==> config.mk <==
export PLATFORM = sky130hd
export DESIGN_NAME = glacier_spawn_ctrl
export DESIGN_NICKNAME = d
export VERILOG_FILES = /design/src/rtl/glacier_pkg.sv /design/src/rtl/frame_tick_gen.sv /design/src/rtl/glacier_spawn_ctrl.sv
export SDC_FILE = /design/constraint.sdc
export NUM_CORES = 1
export LEC_CHECK = 0
export CAP_MARGIN = 5
export CORE_UTILIZATION = 49
export CTS_CLUSTER_SIZE = 28
export DETAILED_ROUTE_END_ITERATION = 10
export HOLD_SLACK_MARGIN = 0.03
export PLACE_DENSITY_LB_ADDON = 0.25
export SYNTH_ARGS = -nofsm -noshare
export SYNTH_HDL_FRONTEND = slang
export SYNTH_HIERARCHICAL = 1
export SYNTH_SLANG_ARGS = --single-unit
export TNS_END_PERCENT = 100
==> constraint.sdc <==
create_clock -name i_clk -period 6.3 [get_ports i_clk]
set_input_delay 1.89 -clock i_clk [delete_from_list [all_inputs] [get_ports i_clk]]
set_output_delay 1.89 -clock i_clk [all_outputs]
set_load 0.1 [all_outputs]
==> src/rtl/glacier_pkg.sv <==
// Shared constants, FSM state type and LFSR helper for the glacier obstacle scheduler.
package glacier_pkg;

    localparam int SCREEN_H    = 720;
    localparam int SPRITE_SIZE = 128;

    localparam logic [15:0] DEF_SPAWN_X = 16'd276;
    localparam logic [15:0] DEF_SPAWN_Y = 16'd96;
    localparam logic [15:0] DEF_Y_LIMIT = 16'(SCREEN_H - SPRITE_SIZE);

    // Fibonacci taps 16,14,13,11 expressed as bit positions 15,13,12,10
    localparam logic [15:0] LFSR_TAPS = 16'hB400;

    typedef enum logic [1:0] {
        S_WAIT,
        S_UPDATE,
        S_SPAWN,
        S_DONE
    } state_t;

    function automatic logic [15:0] lfsr_next(input logic [15:0] v);
        return {v[14:0], ^(v & LFSR_TAPS)};
    endfunction

endpackage

==> src/rtl/frame_tick_gen.sv <==
// Synchronises raw v_sync into the clock domain and emits a registered
// one-cycle tick on each rising edge.
module frame_tick_gen (
    input  logic clk,
    input  logic rst,
    input  logic v_sync,
    output logic tick
);

    logic sync1, sync2, sync3;

    always_ff @(posedge clk or posedge rst) begin
        if (rst) begin
            sync1 <= 1'b0;
            sync2 <= 1'b0;
            sync3 <= 1'b0;
            tick  <= 1'b0;
        end else begin
            sync1 <= v_sync;
            sync2 <= sync1;
            sync3 <= sync2;
            tick  <= sync2 & ~sync3;
        end
    end

endmodule

==> src/rtl/glacier_spawn_ctrl.sv <==
// Per-frame glacier slot scheduler: walks slots one per cycle through a shared
// move/retire datapath, then spawns into the lowest free slot on an LFSR-jittered gap.
//
//  state    | meaning
//  S_WAIT   | idle, waiting for a frame tick (or a pending one)
//  S_UPDATE | advance/retire slot idx, one slot per cycle
//  S_SPAWN  | timer countdown / spawn, LFSR step
//  S_DONE   | o_frame_done pulse, outputs stable
module glacier_spawn_ctrl
    import glacier_pkg::*;
#(
    parameter int          N_SLOTS       = 4,
    parameter logic [15:0] SPAWN_X       = DEF_SPAWN_X,
    parameter logic [15:0] SPAWN_Y       = DEF_SPAWN_Y,
    parameter logic [15:0] Y_LIMIT       = DEF_Y_LIMIT,
    parameter logic [15:0] STEP          = 16'd1,
    parameter logic [15:0] SPAWN_GAP_MIN = 16'd32,
    parameter logic [15:0] LFSR_SEED     = 16'hACE1
) (
    input  logic                   i_clk,
    input  logic                   i_reset,
    input  logic                   i_v_sync,
    input  logic                   i_is_finished,
    input  logic                   i_is_dead,
    input  logic                   i_restart,
    output logic [16*N_SLOTS-1:0]  o_slot_x,
    output logic [16*N_SLOTS-1:0]  o_slot_y,
    output logic [N_SLOTS-1:0]     o_active,
    output logic                   o_frame_done,
    output logic                   o_busy,
    output logic                   o_overrun
);

    localparam int               IDX_W    = (N_SLOTS > 1) ? $clog2(N_SLOTS) : 1;
    localparam logic [IDX_W-1:0] LAST_IDX = IDX_W'(N_SLOTS - 1);

    state_t             state;
    logic [IDX_W-1:0]   idx;
    logic [15:0]        slot_x [N_SLOTS];
    logic [15:0]        slot_y [N_SLOTS];
    logic [N_SLOTS-1:0] active;
    logic [15:0]        timer;
    logic [15:0]        lfsr;
    logic               pending;
    logic               tick;
    logic               frozen;
    logic [15:0]        cur_x, cur_y;
    logic               retire;
    logic               free_found;
    logic [IDX_W-1:0]   free_idx;

    frame_tick_gen u_tick (
        .clk    (i_clk),
        .rst    (i_reset),
        .v_sync (i_v_sync),
        .tick   (tick)
    );

    assign frozen = i_is_finished | i_is_dead;
    assign cur_x  = slot_x[idx];
    assign cur_y  = slot_y[idx];
    // Retire test comes before the subtract so x can never wrap below zero.
    assign retire = (cur_x < STEP) || (cur_y >= Y_LIMIT);

    always_comb begin
        free_found = 1'b0;
        free_idx   = '0;
        for (int k = N_SLOTS - 1; k >= 0; k--) begin
            if (!active[k]) begin
                free_found = 1'b1;
                free_idx   = IDX_W'(k);
            end
        end
    end

    always_ff @(posedge i_clk or posedge i_reset) begin
        if (i_reset) begin
            state        <= S_WAIT;
            idx          <= '0;
            for (int k = 0; k < N_SLOTS; k++) begin
                slot_x[k] <= '0;
                slot_y[k] <= '0;
            end
            active       <= '0;
            timer        <= '0;
            lfsr         <= LFSR_SEED;
            pending      <= 1'b0;
            o_frame_done <= 1'b0;
            o_busy       <= 1'b0;
            o_overrun    <= 1'b0;
        end else if (i_restart) begin
            state        <= S_WAIT;
            idx          <= '0;
            active       <= '0;
            timer        <= '0;
            pending      <= 1'b0;
            o_frame_done <= 1'b0;
            o_busy       <= 1'b0;
            o_overrun    <= 1'b0;
        end else begin
            o_frame_done <= 1'b0;
            if (tick && state != S_WAIT) begin
                if (pending)
                    o_overrun <= 1'b1;
                else
                    pending <= 1'b1;
            end
            case (state)
                S_WAIT: begin
                    if (tick || pending) begin
                        state   <= S_UPDATE;
                        idx     <= '0;
                        o_busy  <= 1'b1;
                        // a fresh tick arriving while draining the pending one stays queued
                        pending <= tick && pending;
                    end
                end
                S_UPDATE: begin
                    if (!frozen && active[idx]) begin
                        if (retire) begin
                            active[idx] <= 1'b0;
                        end else begin
                            slot_x[idx] <= cur_x - STEP;
                            slot_y[idx] <= cur_y + STEP;
                        end
                    end
                    if (idx == LAST_IDX)
                        state <= S_SPAWN;
                    else
                        idx <= idx + 1'b1;
                end
                S_SPAWN: begin
                    if (!frozen) begin
                        lfsr <= lfsr_next(lfsr);
                        if (timer != 16'd0) begin
                            timer <= timer - 16'd1;
                        end else if (free_found) begin
                            slot_x[free_idx] <= SPAWN_X;
                            slot_y[free_idx] <= SPAWN_Y;
                            active[free_idx] <= 1'b1;
                            timer            <= SPAWN_GAP_MIN + {11'd0, lfsr[4:0]};
                        end
                    end
                    state        <= S_DONE;
                    o_busy       <= 1'b0;
                    o_frame_done <= 1'b1;
                end
                S_DONE:  state <= S_WAIT;
                default: state <= S_WAIT;
            endcase
        end
    end

    always_comb begin
        for (int k = 0; k < N_SLOTS; k++) begin
            o_slot_x[16*k +: 16] = slot_x[k];
            o_slot_y[16*k +: 16] = slot_y[k];
        end
    end

    assign o_active = active;

endmodule

### Yosys cells after proc, flatten, opt, wreduce, memory -nomap -nowiden

Cells that the tools add are included.

* reductions and logical operators: 30
* $lt $le $gt $ge: 10
* bitwise gates (word level): 16
* equality and inequality tests: 18
* $add $sub $neg: 5
* multiplexer cells: 70

Operators by type and width (number)
* two-way mux 64 bit: 10
* one-hot mux 64 bit (2 select lines): 2
* two-way mux 16 bit: 11
* bitwise mux 64 bit: 2
* binary-select mux 16 bit (select 2 bit): 2
* demux 16 bit (select 2 bit): 2
* bitwise AND 56 bit: 1
* inverter 56 bit: 1
* bitwise AND 52 bit: 1
* inverter 52 bit: 1
* subtractor 16 x 1 -> 16 bit, second input constant: 2
* two-way mux 4 bit: 6
* inequality test 3 bit, second input constant: 8
* two-way mux 2 bit: 10
* two-way mux 1 bit: 18
* adder 16 x 1 -> 16 bit, second input constant: 1
* greater-or-equal comparator 16 x 10 -> 1 bit, second input constant: 1
* < comparator 16 x 1 -> 1 bit, second input constant: 1
* nonzero test 16 bit: 1
* XOR reduction 16 bit: 1
* inequality test 2 bit, second input constant: 6
* OR 12 bit: 1
* nonzero test 3 bit: 4
* nonzero test 2 bit: 5
* other kinds (30): 51

* bits in registers: 176
* bits of input ports: 6
* word-level logic and storage cells: 170

### Logic depth before layout (Yosys ltp)

Gate-level depths: netlist of run 1.

* depth in word-level cells: 15
* mapped depth: 13

### Modules after synthesis

Netlist of run 1, hierarchy kept.

By module, submodules not included
* glacier_spawn_ctrl: sequential area each 4314.1 um^2, cells an instance 699, area each 8752.1 um^2, instances 1
* frame_tick_gen: sequential area each 100.1 um^2, cells an instance 6, area each 117.6 um^2, instances 1

### Worst setup path after synthesis of run 1

No wires, ideal clock.

* path type: register to register
* from: register idx[1]
* to: register slot_x (netlist bit o_slot_x[12])
* setup time: 0.132 ns
* cell stages (with the launch flop): 12
* path slack: 2.704 ns
* buffers on the path: 3
* arrival time: 3.465 ns
* data required time: 6.168 ns
* cell sequence: dfrtp_1 -> clkbuf_1 -> buf_2 -> buf_1 -> mux4_2 -> inv_1 -> ha_1 -> or4b_4 -> or2_1 -> or4_1 -> xor2_1 -> o2bb2ai_1

* longest elaborated chain between the ends: 9
* elaborated cells between the ends (all ways): 26

RTL lines
* from (decl): RTL line glacier_spawn_ctrl.sv:38 `logic [IDX_W-1:0] idx;`
* from (signal assigned): RTL line glacier_spawn_ctrl.sv:130 `idx <= idx + 1'b1;`
* inverter 2 -> 3 bit (not written as such): RTL line glacier_spawn_ctrl.sv:60, glacier_spawn_ctrl.sv:61, glacier_spawn_ctrl.sv:123
* binary-select mux 16 bit (select 2 bit) (tied with other cells): RTL line glacier_spawn_ctrl.sv:60 `assign cur_x = slot_x[idx];`
* two-way mux 16 bit (not written as such) or logical AND 1 bit (tied branches): RTL line glacier_spawn_ctrl.sv:60, glacier_spawn_ctrl.sv:123
* two-way mux 16 bit, on equally long branches: RTL line glacier_spawn_ctrl.sv:60, glacier_spawn_ctrl.sv:123
* subtractor 16 x 1 -> 16 bit or demux 16 bit (select 2 bit) (tied branches): RTL line glacier_spawn_ctrl.sv:123 `slot_x[idx] <= cur_x - STEP;`
* bitwise mux 64 bit: RTL line glacier_spawn_ctrl.sv:123
* two-way mux 64 bit: RTL line glacier_spawn_ctrl.sv:120 `if (retire) begin`
* two-way mux 64 bit: RTL line glacier_spawn_ctrl.sv:119 `if (!frozen && active[idx]) begin`
* one-hot mux 64 bit (2 select lines): RTL line glacier_spawn_ctrl.sv:108 `case (state)`
* to (signal, indexed assignment): RTL line glacier_spawn_ctrl.sv:123
* to (decl): RTL line glacier_spawn_ctrl.sv:39 `logic [15:0] slot_x [N_SLOTS];`

Several ways; a longest one is shown, not always the timed one. The select of a mux whose other input is x is not followed.
A chain may end at the register's enable or synchronous reset.

### Final worst setup path of run 1

* from: register idx[0]
* to: register slot_x (netlist bit o_slot_x[24])

Same word-level chain as after synthesis.

==> results of run 1 <==
-- where the power goes --
part | switching, mW | internal [mW] | total (mW)
combinational | 1.33 | 0.549 | 1.88
sequential | 0.154 | 1.27 | 1.42
clock | 0.500 | 0.526 | 1.03
-- through the flow --
stage | worst slack [ns] | hold WS [ns]
after floorplan | 2.22 | 0.331
after global placement | 1.78 | 0.339
after detailed placement | 1.67 | 0.354
after CTS | 1.90 | 0.371
after global routing | 1.69 | 0.381
final | 1.87 | 0.372
-- registers in the layout (all words and copies together), names as in the netlist --
name,flops
pending,1
timer,16
u_tick/sync3,1
u_tick/sync2,1
lfsr,16
u_tick/tick,1
o_busy,1
o_slot_x,64
o_overrun,1
u_tick/sync1,1
state,2
o_active,4
o_frame_done,1
o_slot_y,64
idx,2
-- logic make-up after synthesis --
group                      share of synthesized area
buffers and inverters                         0.0434
DFF                                            0.498
xor gates and xnor gates                      0.0316
adders and majority gates                     0.0155
AOI/OAI and AO/OA                              0.185
and+or+nand+nor                                0.104
muxes                                          0.122
-- layer usage --
layer | vias to the layer above | wire, um | track usage
met3 | 39 | 1730 | 0.0722
met1 | 3436 | 9990 | 0.357
met4 | 0 | 400 | 0.0920
met5 | - | 0 | 0
met2 | 276 | 11500 | 0.426
li1 | 2959 | - | -
-- area by class of cell --
cell class / count / area [sq um]
flip-flops and latches: 176 / 4420
inverters: 29 / 113
clock buffers: 17 / 425
repair buffers: 151 / 1500
fillers: 1336 / 6520
multi-input cells: 452 / 4080
clock inverters: 15 / 140
well taps: 225 / 282
-- Yosys cell counts (all sizes together) (16+ instances only) --
cell     number
dfrtp       168
o2bb2ai      96
mux4         33
nand2        29
inv          28
nor2         28
buf          26
clkbuf       22
a21oi        17
xnor2        16
xor2         16
-- path summary, 6_finish.rpt --
path | from | to | cells after the start
max in group asynchronous | i_reset | o_slot_x[27]$_DFFE_PP0P_ | 3
min in group asynchronous | i_reset | u_tick/sync1$_DFF_PP0_ | 2
worst max register to register | idx[0]$_DFFE_PP0P_ | o_slot_x[24]$_DFFE_PP0P_ | 10
worst max-delay path | idx[0]$_DFFE_PP0P_ | o_slot_x[24]$_DFFE_PP0P_ | 10
worst min-delay path | u_tick/sync1$_DFF_PP0_ | u_tick/sync2$_DFF_PP0_ | 0
worst min register to register | u_tick/sync1$_DFF_PP0_ | u_tick/sync2$_DFF_PP0_ | 0
-- worst reg2reg max path, cell delays in order, from the launching register on --
cell     delay (ns)
dfrtp_2        0.90
buf_4          0.41
mux4_2         0.55
inv_1          0.07
ha_1           0.20
or4b_4         0.53
nor4_4         0.49
o31ai_4        0.26
nand3_2        0.14
buf_4          0.46
a22oi_1        0.24
==> summary.txt, run 1 <==
Global route
  – Antenna violations before repair: 0
  – Largest net degree at the start of global routing: around 130
  – Overflow after GRT: 0
  – Vias in the first global route: 6,819
  – First-pass GRT wire length: about 38 mm
  – Total GRT Usage: 0.269

Layout
  – Fin area: ~11,000 sq um
  – Non-filler cells, final: 1,065
  – Fin nets: between 800 and 900
  – Most frequent cells in the layout: dfrtp_1 (167), clkdlybuf4s50_1 (140), o2bb2ai_1 (78)
  – Final Util: 0.627
  – Layout cells sized above 1: 0.136
  – # diodes: 0
  – Commonest non-fill, non-tap cell in the layout: dfrtp_1
  – Layout area overhead: 23.5%

CTS
  – Register clock-pin slew on the reported worst setup and hold paths: 0.07 ns
  – Number of CTS-inserted buffers: 17
  – Worst-skew pair later-pin latency: roughly 0.44 ns
  – Deepest clock path buffer count: 2
  – Cts hold-fix bufs: 0
  – Root Driver: clkbuf_16
  – Htree depth: 4
  – Postcts setup bufs: 0
  – Post-cts sizing count: 0
  – TritonCTS Sinks: roughly 180
  – CTS tree: done

Yosys
  – EDFF count, synth: 0
  – Flops & latches, synth: about 180
  – Post-synthesis cell area: 8870 sq um
  – Syn. warnings: 6
  – Sequential area share after synthesis: 0.498
  – Yosys top cell area share: 0.474
  – Async set-reset flop share out of synthesis: 1.00
  – Cell taking the most area after synthesis: dfrtp_1
  – Synth Net Count: 722
  – Avg Inst Size Synth: ~13 sq um
  – Largest cells by area after synthesis: dfrtp_1 (47%), o2bb2ai_1 (7.7%), mux4_1 (6.5%), o2bb2ai_2 (3.0%), mux4_2 (2.8%)
  – Post-synthesis cell type count: slightly above 70
  – Synth Instances: ~710
  – Top_reg_cell synth: dfrtp_1

Critical path
  – Critical-path cell list: buf_4 > mux4_2 > inv_1 > ha_1 > or4b_4 > nor4_4 > o31ai_4 > nand3_2 > buf_4 > a22oi_1
  – Family with the most delay on the worst path: simple AND/OR/NAND/NOR gates
  – CP most frequent cell: buf_4
  – Crit Path Class: reg2reg
  – Worst-path fanout max: 32
  – Worst setup EP type: flop
  – Slowest Stage Delay on Critical Path: around 0.90 ns
  – CP Data Arrival Time: approximately 4.7 ns
  – Reg2reg setup slack: approximately 1.9 ns
  – Slowest stage cell, crit path: dfrtp_2
  – CP Data Required Time: about 6.6 ns
  – WP buf/inv: 3
  – CP startpoint kind: flop

Placement
  – Placed insts: just over 1k
  – Placed Area: about 10,000 sq um
  – IO buf count: 140
  – DP HPWL: approximately 15 mm
  – RD Place Congestion: around 0.84

STA
  – Tmin final: approximately 4.4 ns
  – Post-Route Setup TNS: 0 ns
  – Unrepaired setup endpoints after global routing: no
  – Worst Tran Pin Value: roughly 1.2 ns
  – Max Clk Rate: between 200 and 250 MHz
  – Final period util: 0.703
  – Final Slew Violations: 0
  – Final setup violating endpoints: 0
  – Slew margin rel.: 0.219
  – Clock Skews: 0.0128 ns
  – Final Hold Vio Count: 0

Drt
  – Routed Antenna Nets: 0
  – WL final: 23.6 mm
  – Vias: around 6.7k
  – DRC: 0
  – Detailed Route Iter0 Violations: between 500 and 600
  – Drt pass-1 iters: 5
  – Vias per Instance: about 6.3
  – Wire per inst: 22.2 um

Floorplan
  – Initial Util: 0.508
  – Die width: 137 um
  – DIE HEIGHT: between 100 and 150 um
  – Core area: 17,500 sq um
  – Ports: about 140
  – Num rows: 48
  – Die ar.: 18,600 sq um

Pwr
  – PD cells: a little under 400 nW/um^2
  – Maximum vdd ir drop: 0.000335 V
  – Total power: roughly 4.3 mW
  – Leakage: about 4.4 nW

Run status
  – Status: finished, final reports clean

Job
  – # Max-Cap Violations: 0

Hold path
  – Worst hold path type: reg2reg
No activity file was read; power rests on OpenSTA's default activity.
==> run 2: changes to the inputs <==
==> constraint.sdc (replaced) <==
create_clock -name i_clk -period 3.6 [get_ports i_clk]
set_input_delay 1.08 -clock i_clk [delete_from_list [all_inputs] [get_ports i_clk]]
set_output_delay 1.08 -clock i_clk [all_outputs]
set_load 0.1 [all_outputs]
==> run 2 against run 1 <==
Compared with the run above: cell area shrank 0.21%; critical path depth grew 1; final cell count grew 1.8%; power grew 80%; die area is the same; core utilization shrank 0.13 points; worst setup slack lost 1.7 ns; sequential share of layout area grew 0.083 points; non-clock buffer count grew 19; register-to-register slack lost 1.7 ns; fmax grew 29%; critical path type unchanged; largest power group unchanged.
==> summary.txt, run 2 (synthesis gave the netlist of run 1 again) <==
Layout
  – Non-filler cells, final: 1,084 (+1.8%)
  – Most frequent cells in the layout: dfrtp_1 (167), buf_4 (154), o2bb2ai_1 (78)
  – Commonest non-fill, non-tap cell in the layout: dfrtp_1
  – Fin nets: 863 (+2.3%)
  – FILL cells: 1,328 (-0.60%)
  – Layout cells sized above 1: 0.314 (+0.179)
  – Storage cell area: 4420 sq um (unchanged)
  – Layout area overhead: 23.2%
  – # diodes: 0 (unchanged)
  – Area of the multi-input gates: 4090 sq um (+0.31%)

Critical path
  – CP Data Arrival Time: 3.72 ns (-0.97 ns)
  – Crit Path Class: reg2reg
  – FF-to-FF path depth: 11 (+1)
  – CP Data Required Time: 3.90 ns (-2.66 ns)
  – Worst-path fanout max: 24 (-25%)
  – Worst setup EP type: flop
  – Reg2reg setup slack: 0.17 ns (-1.70 ns)
  – CP startpoint kind: flop

STA
  – Unrepaired setup endpoints after global routing: no
  – Worst Tran Pin Value: 0.738 ns (-0.425 ns)
  – Final Hold Vio Count: 0 (unchanged)
  – Slew margin rel.: 0.506 (+0.286)
  – Final setup violating endpoints: 0 (unchanged)
  – Final Slew Violations: 0 (unchanged)
  – Final period util: 0.952 (+0.249)
  – Clock Skews: 0.00818 ns (-0.00459 ns)
  – Max Clk Rate: 292 MHz (+29%)
  – Tmin final: 3.43 ns (-1.00 ns)
  – WHS: 0.363 ns (-0.00861 ns)

Placement
  – RD Place Congestion: 0.868 (+3.7%)
  – Placed insts: 1,050 (+1.6%)
  – IO buf count: 140 (unchanged)
  – DP HPWL: 16.1 mm (+4.4%)

Drt
  – WL final: 23.7 mm (+0.58%)
  – Vias: 6,908 (+3.0%)
  – Drt pass-1 iters: 7 (+2)
  – Wire per inst: 21.9 um (-1.2%)
  – DRC: 0 (unchanged)
  – Routed Antenna Nets: 0 (unchanged)
  – Vias per Instance: 6.37 (+1.1%)
  – Detailed Route Iter0 Violations: 509 (-3.2%)

CTS
  – CTS tree: done
  – Deepest clock path buffer count: 2 (unchanged)
  – Htree depth: 4 (unchanged)
  – Cts hold-fix bufs: 0 (unchanged)
  – Number of CTS-inserted buffers: 17 (unchanged)
  – Register clock-pin slew on the reported worst setup and hold paths: 0.06 ns (about the same)
  – Worst-skew pair later-pin latency: 0.43 ns (about the same)
  – Root Driver: clkbuf_16
  – TritonCTS Sinks: 176 (unchanged)

Floorplan
  – Ports: 141 (unchanged)
  – Initial Util: 0.508 (unchanged)
  – DIE HEIGHT: 137 um (unchanged)
  – Die width: 137 um (unchanged)
  – Core area: 17,500 sq um (unchanged)
  – Num rows: 48 (unchanged)
  – Die ar.: 18,600 sq um (unchanged)

Global route
  – Total GRT Usage: 0.267 (-0.00113)
  – Overflow after GRT: 0 (unchanged)
  – First-pass GRT wire length: 37.8 mm (+0.48%)
  – Vias in the first global route: 6,784 (-0.51%)
  – Largest net degree at the start of global routing: 77 (-42%)
  – Antenna violations before repair: 0 (unchanged)

Run status
  – Status: finished, final reports clean

Pwr
  – Leakage: 4.83 nW (+8.9%)
  – Total power: 7.78 mW (+80%)
  – Maximum vdd ir drop: 0.000452 V (+35%)
  – PD cells: 711 nW/um^2 (+80%)

Hold path
  – Worst hold path type: reg2reg
  – WHS Path Cells: 0 (unchanged)

Job
  – # Max-Cap Violations: 0 (unchanged)
-- run 2: changes by cell type in the layout (fill, tap and decap cells not counted), moves of 2 or more --
| cell | before | now |
|---|---|---|
| clkdlybuf4s50_1 | 140 | 5 |
| buf_6 | 0 | 2 |
| bufinv_16 | 0 | 3 |
| buf_12 | 1 | 9 |
| clkinvlp_4 | 1 | 4 |
| buf_4 | 10 | 154 |
| inv_8 | 5 | 0 |
| inv_6 | 5 | 3 |
-- run 2: final cells by class --
type                    count  area share
flip-flops and latches    176       0.404
multi-input cells         452       0.375
repair buffers            170       0.129
clock buffers              18      0.0402
well taps                 225      0.0258
clock inverters            14      0.0164
inverters                  29      0.0103
-- run 2: worst paths after layout --
check,startpoint,end
min in group asynchronous,i_reset,u_tick/sync3$_DFF_PP0_
hold / removal,u_tick/sync1$_DFF_PP0_,u_tick/sync2$_DFF_PP0_
setup / recovery,idx[0]$_DFFE_PP0P_,o_slot_y[45]$_DFFE_PP0P_
max in group asynchronous,i_reset,o_slot_y[49]$_DFFE_PP0P_
setup reg to reg,idx[0]$_DFFE_PP0P_,o_slot_y[45]$_DFFE_PP0P_
hold reg to reg,u_tick/sync1$_DFF_PP0_,u_tick/sync2$_DFF_PP0_
-- run 2: worst max-delay path: stages (launching register included) --
cell and delay [ns]:
dfrtp_2 0.41, buf_6 0.22, mux4_2 0.53, inv_1 0.09, ha_1 0.21, or4b_4 0.53, nor4_4 0.41, o31ai_4 0.22
buf_4 0.21, nand3_1 0.13, buf_12 0.20, o2bb2ai_1 0.11
-- run 2: timing repair --
| action | CTS | global route |
|---|---|---|
| endpoints found under the setup margin | 1 | 55 |
| setup buffers | 0 | 2 |
| endpoints found under the hold margin | 0 | 0 |
| pin swaps | 0 | 1 |
| gates resized for setup | 1 | 3 |
-- run 2: power by group --
group / internal (mW) / switching (mW) / total (mW) / leakage [nW]
clock: 1.12 / 0.807 / 1.93 / 0.294
sequential: 2.22 / 0.233 / 2.45 / 2.33
combinational: 0.989 / 2.41 / 3.40 / 2.21
-- run 2: layer usage --
metal	global-route usage	vias to the layer above	share of wire
met5	0	-	0
met1	0.369	3549	0.43
met2	0.413	316	0.48
li1	-	3008	-
met4	0.0809	0	0.017
met3	0.0722	35	0.077
-- run 2: through the flow --
stage               instance area, sq um  TNS (ns)  utilization  setup WS, ns
floorplan                           8870         0            -       0.00390
global placement                   10300   -0.0169        0.588       -0.0102
detailed placement                 10300    -0.213        0.588       -0.0850
CTS                                10900         0        0.624        0.0600
global route                       10900         0        0.625        0.0570
finish                             10900         0        0.625         0.174
